[config.mk]
export PLATFORM = sky130hd
export DESIGN_NAME = pong_game_ctrl
export DESIGN_NICKNAME = d
export VERILOG_FILES = /design/src/rtl/pong_pkg.sv /design/src/rtl/frame_counter.sv /design/src/rtl/pong_game_ctrl.sv
export SDC_FILE = /design/constraint.sdc
export NUM_CORES = 1
export LEC_CHECK = 0
export CELL_PAD_IN_SITES_DETAIL_PLACEMENT = 1
export CELL_PAD_IN_SITES_GLOBAL_PLACEMENT = 1
export CORE_ASPECT_RATIO = 1.5
export CORE_UTILIZATION = 44
export CTS_CLUSTER_DIAMETER = 150
export CTS_CLUSTER_SIZE = 28
export DETAILED_ROUTE_END_ITERATION = 8
export PLACE_DENSITY_LB_ADDON = 0.2
export SYNTH_ARGS = -nofsm -noshare
export SYNTH_HDL_FRONTEND = slang
export SYNTH_SLANG_ARGS = --single-unit
[constraint.sdc]
create_clock -name clk -period 3.9 [get_ports clk]
set_input_delay 0.39 -clock clk [delete_from_list [all_inputs] [get_ports clk]]
set_output_delay 0.39 -clock clk [all_outputs]
set_load 0.1 [all_outputs]
[src/rtl/pong_pkg.sv]
// Shared Pong constants: screen geometry, ball centre position and the
// controller state encoding used by the game sequencer and its observers.
package pong_pkg;

    localparam int H_ACTIVE  = 640;
    localparam int V_ACTIVE  = 480;
    localparam int BALL_SIZE = 8;

    // Ball top-left corner when it sits in the middle of the playfield.
    localparam logic [9:0] BALL_X_CENTRE = 10'(H_ACTIVE / 2 - BALL_SIZE / 2);
    localparam logic [9:0] BALL_Y_CENTRE = 10'(V_ACTIVE / 2 - BALL_SIZE / 2);

    // Game sequencer states, exported on the state port.
    localparam logic [2:0] ST_IDLE  = 3'd0;
    localparam logic [2:0] ST_SERVE = 3'd1;
    localparam logic [2:0] ST_PLAY  = 3'd2;
    localparam logic [2:0] ST_POINT = 3'd3;
    localparam logic [2:0] ST_OVER  = 3'd4;

endpackage

[src/rtl/frame_counter.sv]
// Loadable down-counter advanced by the frame tick. o_zero flags the enabled
// tick that brings the count to zero, so the caller can act on that same tick.
module frame_counter
    import pong_pkg::*;
#(
    parameter int             W       = 8,
    parameter logic [W-1:0]   RST_VAL = '0
) (
    input  logic         i_clk,
    input  logic         i_rst,
    input  logic         i_load,
    input  logic [W-1:0] i_load_val,
    input  logic         i_en,
    output logic         o_zero
);

    logic [W-1:0] r_count;

    // Load wins over counting; the count rests at zero once reached.
    always_ff @(posedge i_clk) begin
        if (i_rst) begin
            r_count <= RST_VAL;
        end else if (i_load) begin
            r_count <= i_load_val;
        end else if (i_en && (r_count != '0)) begin
            r_count <= r_count - 1'b1;
        end
    end

    assign o_zero = i_en && !i_load && (r_count <= W'(1));

endmodule

[src/rtl/pong_game_ctrl.sv]
// Frame-rate Pong sequencer: owns ball position/direction, scores, serve delay
// and game-over. frame_tick and start are single-cycle pulses with no
// back-pressure; hits are level inputs sampled every cycle into sticky flags.
module pong_game_ctrl
    import pong_pkg::*;
#(
    parameter int SPEED        = 2,
    parameter int SERVE_FRAMES = 60,
    parameter int WIN_SCORE    = 9
) (
    input  logic       clk,
    input  logic       rst,
    input  logic       frame_tick,
    input  logic       start,
    input  logic       hit_paddle_1,
    input  logic       hit_paddle_2,
    input  logic       hit_wall,
    output logic [9:0] ball_x,
    output logic [9:0] ball_y,
    output logic [3:0] score_1,
    output logic [3:0] score_2,
    output logic [2:0] state,
    output logic       game_over
);

    localparam logic [9:0] SPD    = 10'(SPEED);
    localparam logic [9:0] X_GOAL = 10'(H_ACTIVE - BALL_SIZE - SPEED);
    localparam logic [9:0] Y_MAX  = 10'(V_ACTIVE - BALL_SIZE);
    localparam logic [3:0] WIN4   = 4'(WIN_SCORE);

    logic [2:0] r_state;
    logic [9:0] r_ball_x, r_ball_y;
    logic [3:0] r_score_1, r_score_2;
    logic       r_dir_x;              // 1 = moving right
    logic       r_dir_y;              // 1 = moving down
    logic       r_hit_p1, r_hit_p2, r_hit_wall;
    logic       r_scorer_2;           // last point went to player 2
    logic       r_game_over;

    logic       w_dir_x_refl, w_dir_y_refl, w_dir_y_step;
    logic       w_top_half, w_goal_1, w_goal_2;
    logic [9:0] w_next_x, w_next_y;
    logic [3:0] w_score_1_inc, w_score_2_inc;
    logic       w_point_win, w_serve_load, w_cnt_zero;

    // Hits accumulate between ticks; a hit coincident with a tick belongs to the next frame.
    always_ff @(posedge clk) begin
        if (rst) begin
            r_hit_p1   <= 1'b0;
            r_hit_p2   <= 1'b0;
            r_hit_wall <= 1'b0;
        end else if (frame_tick) begin
            r_hit_p1   <= hit_paddle_1;
            r_hit_p2   <= hit_paddle_2;
            r_hit_wall <= hit_wall;
        end else begin
            r_hit_p1   <= r_hit_p1 | hit_paddle_1;
            r_hit_p2   <= r_hit_p2 | hit_paddle_2;
            r_hit_wall <= r_hit_wall | hit_wall;
        end
    end

    // Per-frame reflect, goal check and step, evaluated from the sticky flags.
    always_comb begin
        w_dir_x_refl = r_dir_x;
        if (!r_dir_x && r_hit_p1) begin
            w_dir_x_refl = 1'b1;
        end else if (r_dir_x && r_hit_p2) begin
            w_dir_x_refl = 1'b0;
        end

        w_top_half   = r_ball_y < BALL_Y_CENTRE;
        w_dir_y_refl = r_dir_y;
        if (r_hit_wall && (w_top_half ? !r_dir_y : r_dir_y)) begin
            w_dir_y_refl = !r_dir_y;
        end

        w_goal_2 = !w_dir_x_refl && (r_ball_x < SPD);
        w_goal_1 = w_dir_x_refl && (r_ball_x > X_GOAL);
        w_next_x = w_dir_x_refl ? (r_ball_x + SPD) : (r_ball_x - SPD);

        // Clamp also reverses direction in case a wall hit was missed.
        w_dir_y_step = w_dir_y_refl;
        if (w_dir_y_refl) begin
            if (r_ball_y > (Y_MAX - SPD)) begin
                w_next_y     = Y_MAX;
                w_dir_y_step = 1'b0;
            end else begin
                w_next_y = r_ball_y + SPD;
            end
        end else begin
            if (r_ball_y < SPD) begin
                w_next_y     = 10'd0;
                w_dir_y_step = 1'b1;
            end else begin
                w_next_y = r_ball_y - SPD;
            end
        end

        w_score_1_inc = (r_score_1 >= WIN4) ? WIN4 : (r_score_1 + 4'd1);
        w_score_2_inc = (r_score_2 >= WIN4) ? WIN4 : (r_score_2 + 4'd1);
        w_point_win   = r_scorer_2 ? (r_score_2 == WIN4) : (r_score_1 == WIN4);
        w_serve_load  = (((r_state == ST_IDLE) || (r_state == ST_OVER)) && start)
                        || ((r_state == ST_POINT) && !w_point_win);
    end

    frame_counter #(
        .W       (8),
        .RST_VAL (8'(SERVE_FRAMES))
    ) u_serve_cnt (
        .i_clk      (clk),
        .i_rst      (rst),
        .i_load     (w_serve_load),
        .i_load_val (8'(SERVE_FRAMES)),
        .i_en       (frame_tick && (r_state == ST_SERVE)),
        .o_zero     (w_cnt_zero)
    );

    // Game sequencer: state, ball, direction and score registers.
    always_ff @(posedge clk) begin
        if (rst) begin
            r_state     <= ST_IDLE;
            r_ball_x    <= BALL_X_CENTRE;
            r_ball_y    <= BALL_Y_CENTRE;
            r_score_1   <= 4'd0;
            r_score_2   <= 4'd0;
            r_dir_x     <= 1'b1;
            r_dir_y     <= 1'b1;
            r_scorer_2  <= 1'b0;
            r_game_over <= 1'b0;
        end else begin
            case (r_state)
                ST_IDLE, ST_OVER: begin
                    if (start) begin
                        r_state     <= ST_SERVE;
                        r_score_1   <= 4'd0;
                        r_score_2   <= 4'd0;
                        r_ball_x    <= BALL_X_CENTRE;
                        r_ball_y    <= BALL_Y_CENTRE;
                        r_dir_x     <= 1'b1;
                        r_dir_y     <= 1'b1;
                        r_game_over <= 1'b0;
                    end
                end
                ST_SERVE: begin
                    if (w_cnt_zero) begin
                        r_state <= ST_PLAY;
                    end
                end
                ST_PLAY: begin
                    if (frame_tick) begin
                        r_dir_x <= w_dir_x_refl;
                        if (w_goal_2) begin
                            r_dir_y    <= w_dir_y_refl;
                            r_score_2  <= w_score_2_inc;
                            r_scorer_2 <= 1'b1;
                            r_state    <= ST_POINT;
                        end else if (w_goal_1) begin
                            r_dir_y    <= w_dir_y_refl;
                            r_score_1  <= w_score_1_inc;
                            r_scorer_2 <= 1'b0;
                            r_state    <= ST_POINT;
                        end else begin
                            r_ball_x <= w_next_x;
                            r_ball_y <= w_next_y;
                            r_dir_y  <= w_dir_y_step;
                        end
                    end
                end
                ST_POINT: begin
                    if (w_point_win) begin
                        r_state     <= ST_OVER;
                        r_game_over <= 1'b1;
                    end else begin
                        // Serve toward the player who conceded.
                        r_state  <= ST_SERVE;
                        r_ball_x <= BALL_X_CENTRE;
                        r_ball_y <= BALL_Y_CENTRE;
                        r_dir_x  <= !r_scorer_2;
                        r_dir_y  <= !r_dir_y;
                    end
                end
                default: r_state <= ST_IDLE;
            endcase
        end
    end

    assign ball_x    = r_ball_x;
    assign ball_y    = r_ball_y;
    assign score_1   = r_score_1;
    assign score_2   = r_score_2;
    assign state     = r_state;
    assign game_over = r_game_over;

endmodule

==> reports/metrics.yaml, run 1 <==
floorplan:
  die_x_um: 67.5
  row_count: 35
  die_y_um: 100
  io_pins: 39
  coreArea_mm2: 0.00617
  initial_core_util: 0.458
  dieArea_mm2: 0.00676
routing:
  drcViolationCount: 0
  ant_nets: 0
  drt_wl_total_um: 7890
  vias_per_cell: 6.05
  vias: 2747
  drtPass1Iterations: 4
  drt_iter0_drc: 146
  wl_per_cell_um: 17.4
timing:
  setup_viol: 0
  finClkSkew_ps: 9.94
  fmax_mhz: 396
  tightest_slew_ps: 975
  setup_tns_ps: 0
  fin_hold_ws_ps: 485
  min_period_ps: 2530
  slew_viol_final: 0
  rsz0062_at_grt: "false"
  hold_viol: 0
  fin_crit_sh: 0.648
  slew_headroom: 0.348
  worst_slack_ps: 1370
power:
  p_switching_uw: 253
  netSwitchingFraction: 0.286
  power_density_mw_per_mm2: 268
  p_leak_uw: 0.00113
  seqPwrFrac: 0.523
  internal-power_uw: 632
  clkPwrFrac: 0.346
  vdd_drop_max_uv: 239
  power_frac_comb: 0.132
logic_synthesis:
  ys_warn_count: 0
  synthMuxAreaShare: 0.00752
  synth_cell_types: 76
  avgSynthCellArea_um2: 8.04
  synthSimpleGateAreaFrac: 0.284
  synth_top_flop_cell: "dfxtp_1"
  synth_xor_area_frac: 0.0433
  synthAdderAreaFrac: 0.0531
  async_flop_share: 0
  yosys_register_bits: 44
  syn_area_mm2: 0.00283
  syn_inst: 352
  synth_edf_count: 0
  synth-compound-area-share: 0.249
  synth_top_family_by_area: "simple AND/OR/NAND/NOR gates"
  yosysSeqAreaShare: 0.311
cells_and_area:
  multi_input_area_mm2: 0.00181
  fill_cells: 793
  layout_commonest_cell: "dfxtp_1"
  antenna_cells: 0
  drive_gt1_frac: 0.0711
  postLayoutCellArea_mm2: 0.00330
  syn_to_final_growth_pct: 16.6
  final_cells: 454
  mostFrequentLayoutCells: "44 x dfxtp_1, 43 x nor2_1, 36 x clkdlybuf4s50_1"
  final_nets: 398
  register_area_um2: 881
setup_path:
  r2r_end: "ball_y[5]"
  crit_chain: "clkdlybuf4s50_1"
  cp_data_required_time_ps: 3510
  critPathMaxStageDelay_ps: 1220
  r2r_cells: 6
  crit_path_start_kind: "flip-flop"
  criticalPathCategory: "flip-flop to primary output"
  cp_num_buf_inv: 1
  end_kind: "primary output"
  timing.critical_path.fanout_max: 13
  slowest_stage: "clkdlybuf4s50_1"
  r2r_start: "ball_y[5]"
  r2r_slack_ps: 1400
  worstPathArrival_ps: 2140
  cp_top_family: "buffers and inverters"
cts:
  post_cts_resized: 0
  tritoncts: "done"
  clkSlewWorstSetupHoldPaths_ps: 90
  clk_path_buf_depth: 2
  cts-buffers-inserted: 5
  htree_levels: 2
  cts_sinks: 44
  cts_setup_buffers: 0
  holdBufCountCts: 0
  insertion_delay_ps: 300
  clockRootBuffer: "clkbuf_8"
status:
  status: "complete, no violations"
worst_hold_path:
  min_to: "r_hit_p1"
  hold_class: "flip-flop to flip-flop"
  hold-path-cell-count: 2
  hold_start: "r_hit_p1"
placement:
  preCtsSetupSlack_ps: 1450
  dpl.hpwl_um: 5880
  placed_area_mm2: 0.00321
  placed_cells: 446
  io_buffers: 36
  finalWeightedCongestion: 0.863
flow_run:
  drv_cap: 0
global_route:
  grt_pass1_wl_um: 13000
  grt_usage: 0.249
  first_global_vias: 2767
  overflow: 0
  grt_start_max_net_pins: 30
  antenna_found_initial: 0
how the worst max path moves through the flow:
stage                     startpoint   endpoint  cells past startpoint
final                      ball_y[5]  ball_y[5]                      1
after global placement    frame_tick  ball_x[4]                      7
after CTS                  ball_y[5]  ball_y[5]                      1
after detailed placement   ball_y[5]  ball_y[5]                      6
after floorplan             state[1]  ball_x[3]                      9
after global routing       ball_y[5]  ball_y[5]                      6
kinds of logic after synthesis:
kind of cell | count (synthesis)
and+or+nand+nor | 152
AOI/OAI and AO/OA | 94
DFF | 44
buffers and inverters | 33
xor gates and xnor gates | 14
adders and majority gates | 12
muxes | 2
other | 1
power groups by stage:
stage          sequential (uW)  combinational [uW]  clock (uW)
2_1_floorplan              488                72.3           0
3_3_place_gp               473                 114           0
3_5_place_dp               473                 116           0
4_1_cts                    462                 117         314
5_1_grt                    464                 126         331
6_report                   462                 116         306
cells in the mapped netlist (all sizes together) (3+ instances only):
cell type | instances | area share
a21oi | 23 | 0.045
nand2b | 9 | 0.020
nand4 | 6 | 0.013
ha | 12 | 0.053
dfxtp | 44 | 0.31
nor2b | 3 | 0.0066
o211ai | 3 | 0.0080
inv | 15 | 0.020
xnor2 | 8 | 0.025
a22oi | 3 | 0.0080
buf | 8 | 0.018
and2 | 3 | 0.0066
nor3 | 13 | 0.023
nor2 | 44 | 0.061
and3 | 3 | 0.0066
or2 | 4 | 0.0088
clkbuf | 10 | 0.013
o21a | 3 | 0.0080
or4 | 4 | 0.012
o21ai | 16 | 0.032
o31ai | 4 | 0.011
a221oi | 4 | 0.012
a211o | 3 | 0.012
nand3b | 4 | 0.011
nand2 | 30 | 0.041
a211oi | 3 | 0.0080
o221ai | 4 | 0.012
xor2 | 6 | 0.019
o21bai | 4 | 0.012
or3 | 5 | 0.011
nand4b | 3 | 0.0093
nand3 | 12 | 0.021
state kept, by name, indices dropped and copies added (netlist names), 3 cells and up:
signal and cells:
state 3, score_1 4, u_serve_cnt.r_count 8, score_2 4
ball_y 9, ball_x 9
area by class of cell:
class | instances | area share
Multi-Input combinational cell | 276 | 0.548
Sequential cell | 44 | 0.267
Timing Repair Buffer | 37 | 0.112
Tap cell | 74 | 0.0281
Clock buffer | 6 | 0.0250
Inverter | 15 | 0.0171
Clock inverter | 2 | 0.00303
per-stage QoR:
step                utilization  total power, uW
CTS                       0.534              893
floorplan                     -              560
detailed placement        0.519              589
global placement          0.519              587
finish                    0.534              885
global route              0.534              921
routing by layer:
| metal | vias to the layer above | track usage | share of wire |
|---|---|---|---|
| met5 | - | 0 | 0 |
| li1 | 1330 | - | - |
| met4 | 0 | 0.108 | 0.029 |
| met1 | 1362 | 0.276 | 0.41 |
| met2 | 37 | 0.453 | 0.54 |
| met3 | 18 | 0.0341 | 0.018 |
(Power assumes the default switching activity.)
==> run 2, diff against run 1 <==
CORE_UTILIZATION = 37   (was 44)
clock period = 2 ns   (was 3.9 ns; I/O delays follow)
==> reports/metrics.yaml, run 2 (synthesis results as in run 1) <==
status:
  status: "finished, violations left"
  violations: "setup timing"
power:
  clkPwrFrac: 0.345
  p_switching_uw: 552
  power_density_mw_per_mm2: 475
  vdd_drop_max_uv: 381
  finalPower_uw: 1790
  internal-power_uw: 1240
  seqPwrFrac: 0.493
  power_frac_comb: 0.163
  p_leak_uw: 0.00141
  netSwitchingFraction: 0.309
setup_path:
  end_kind: "flip-flop"
  criticalPathCategory: "flip-flop to flip-flop"
  crit_path_start_kind: "flip-flop"
  crit_chain: "or4_4 > a211o_4 > o2111a_2 > buf_6 > a32oi_1 > nor2_1"
  worstSetupStartpoint: "ball_x[5]"
  slowest_stage: "or4_4"
  worstPathArrival_ps: 2210
  cp_num_buf_inv: 1
  r2r_end: "ball_y[4]"
  r2r_start: "ball_x[5]"
  timing.critical_path.fanout_max: 4
  r2r_slack_ps: -3
  r2r_cells: 6
  cp_top_family: "compound AO/OA/AOI/OAI gates"
  critPathMaxStageDelay_ps: 540
  cp_data_required_time_ps: 2210
floorplan:
  row_count: 38
  io_pins: 39
  die_y_um: 109
  coreArea_mm2: 0.00732
  die_x_um: 73.4
  dieArea_mm2: 0.00801
  initial_core_util: 0.386
cts:
  holdBufCountCts: 0
  insertion_delay_ps: 320
  clkSlewWorstSetupHoldPaths_ps: 100
  cts_sinks: 44
  clk_path_buf_depth: 2
  htree_levels: 2
  tritoncts: "done"
  cts-buffers-inserted: 5
  clockRootBuffer: "clkbuf_8"
routing:
  drcViolationCount: 0
  drtPass1Iterations: 4
  ant_nets: 0
  vias_per_cell: 5.53
  vias: 2900
  drt_iter0_drc: 100
  wl_per_cell_um: 16.5
  drt_wl_total_um: 8640
timing:
  setup_viol: 4
  fmax_mhz: 499
  min_period_ps: 2000
  worst_slack_ps: -3.27
  fin_crit_sh: 1.00
  tightest_slew_ps: 548
  hold_viol: 0
  setup_tns_ps: -8.80
  slew_headroom: 0.631
  slew_viol_final: 0
  fin_hold_ws_ps: 464
  rsz0062_at_grt: "true"
  finClkSkew_ps: 10.5
cells_and_area:
  antenna_cells: 0
  layout_commonest_cell: "buf_4"
  fin_util: 0.514
  postLayoutCellArea_mm2: 0.00376
  syn_to_final_growth_pct: 33.1
  final_nets: 442
  drive_gt1_frac: 0.351
  mostFrequentLayoutCells: "73 x buf_4, 42 x nor2_1, 28 x nand2_1"
global_route:
  grt_pass1_wl_um: 14000
  grt_usage: 0.229
  grt_start_max_net_pins: 17
  overflow: 0
  antenna_found_initial: 0
  first_global_vias: 2920
placement:
  placed_area_mm2: 0.00354
  dpl.hpwl_um: 6650
  finalWeightedCongestion: 0.905
  io_buffers: 36
worst_hold_path:
  hold_class: "flip-flop to flip-flop"
  hold_start: "state[2]"
  hold-path-cell-count: 1
  min_to: "state[1]"
flow_run:
  drv_cap: 0
## run 2: cell count changes in the layout (fill, tap and decap cells not counted), sizes merged
cell / previous run / this run
buf: 1 / 75
clkdlybuf4s50: 36 / 6
inv: 15 / 17
clkbuf: 6 / 5
clkinv: 2 / 1
## run 2: per-layer routing
layer  GRT usage  vias to the layer above  part of all wire  routed length, um
met5           0                        -                 0                  0
met4       0.113                        0             0.035                299
met3      0.0351                       18             0.020                171
met2       0.415                       39              0.53               4550
met1       0.254                     1416              0.42               3620
li1            -                     1427                 -                  -
## run 2: through the flow
stage	worst slack [ps]	instances
after floorplan	-115	353
after global placement	-12.3	509
after detailed placement	-24.7	509
after CTS	2.06	519
after global routing	-64.3	524
final	-3.27	524
## run 2: worst max path at each step
| stage | cells past startpoint | slack, ps | end |
|---|---|---|---|
| 3_5_place_dp | 7 | -20 | ball_y[5] |
| 5_1_grt | 6 | -60 | ball_x[5] |
| 3_3_place_gp | 8 | -10 | ball_y[5] |
| 6_report | 6 | -3 | ball_y[4] |
| 4_1_cts | 5 | 2 | ball_y[9] |
| 2_1_floorplan | 7 | -120 | ball_y[5] |
## run 2: power by group through the flow
stage	Sequential (uW)	Combinational [uW]	Clock (uW)
after floorplan	935	146	0
after global placement	901	269	0
after detailed placement	901	274	0
after CTS	880	275	649
after global routing	882	312	672
final	881	291	616
## run 2: repair_timing
item | in CTS | in global routing
resized for setup | 2 | 20
pin swaps | 1 | 13
setup buffers | 2 | 5
endpoints found under the setup margin | 4 | 23
## run 2: worst reg2reg max path, delay by kind of cell (launching register included)
family                 cells  cell delay [ps]
DFF                        1              350
and+or+nand+nor            2              600
AOI/OAI and AO/OA          3              810
buffers and inverters      1              140
## run 2: layout make-up
type / count / area (um^2)
clock buffers: 5 / 68.8
clock inverters: 3 / 26.3
fillers: 913 / 3560
inverters: 15 / 56.3
multi-input cells: 276 / 1900
flip-flops and latches: 44 / 953
well taps: 100 / 125
repair buffers: 81 / 631
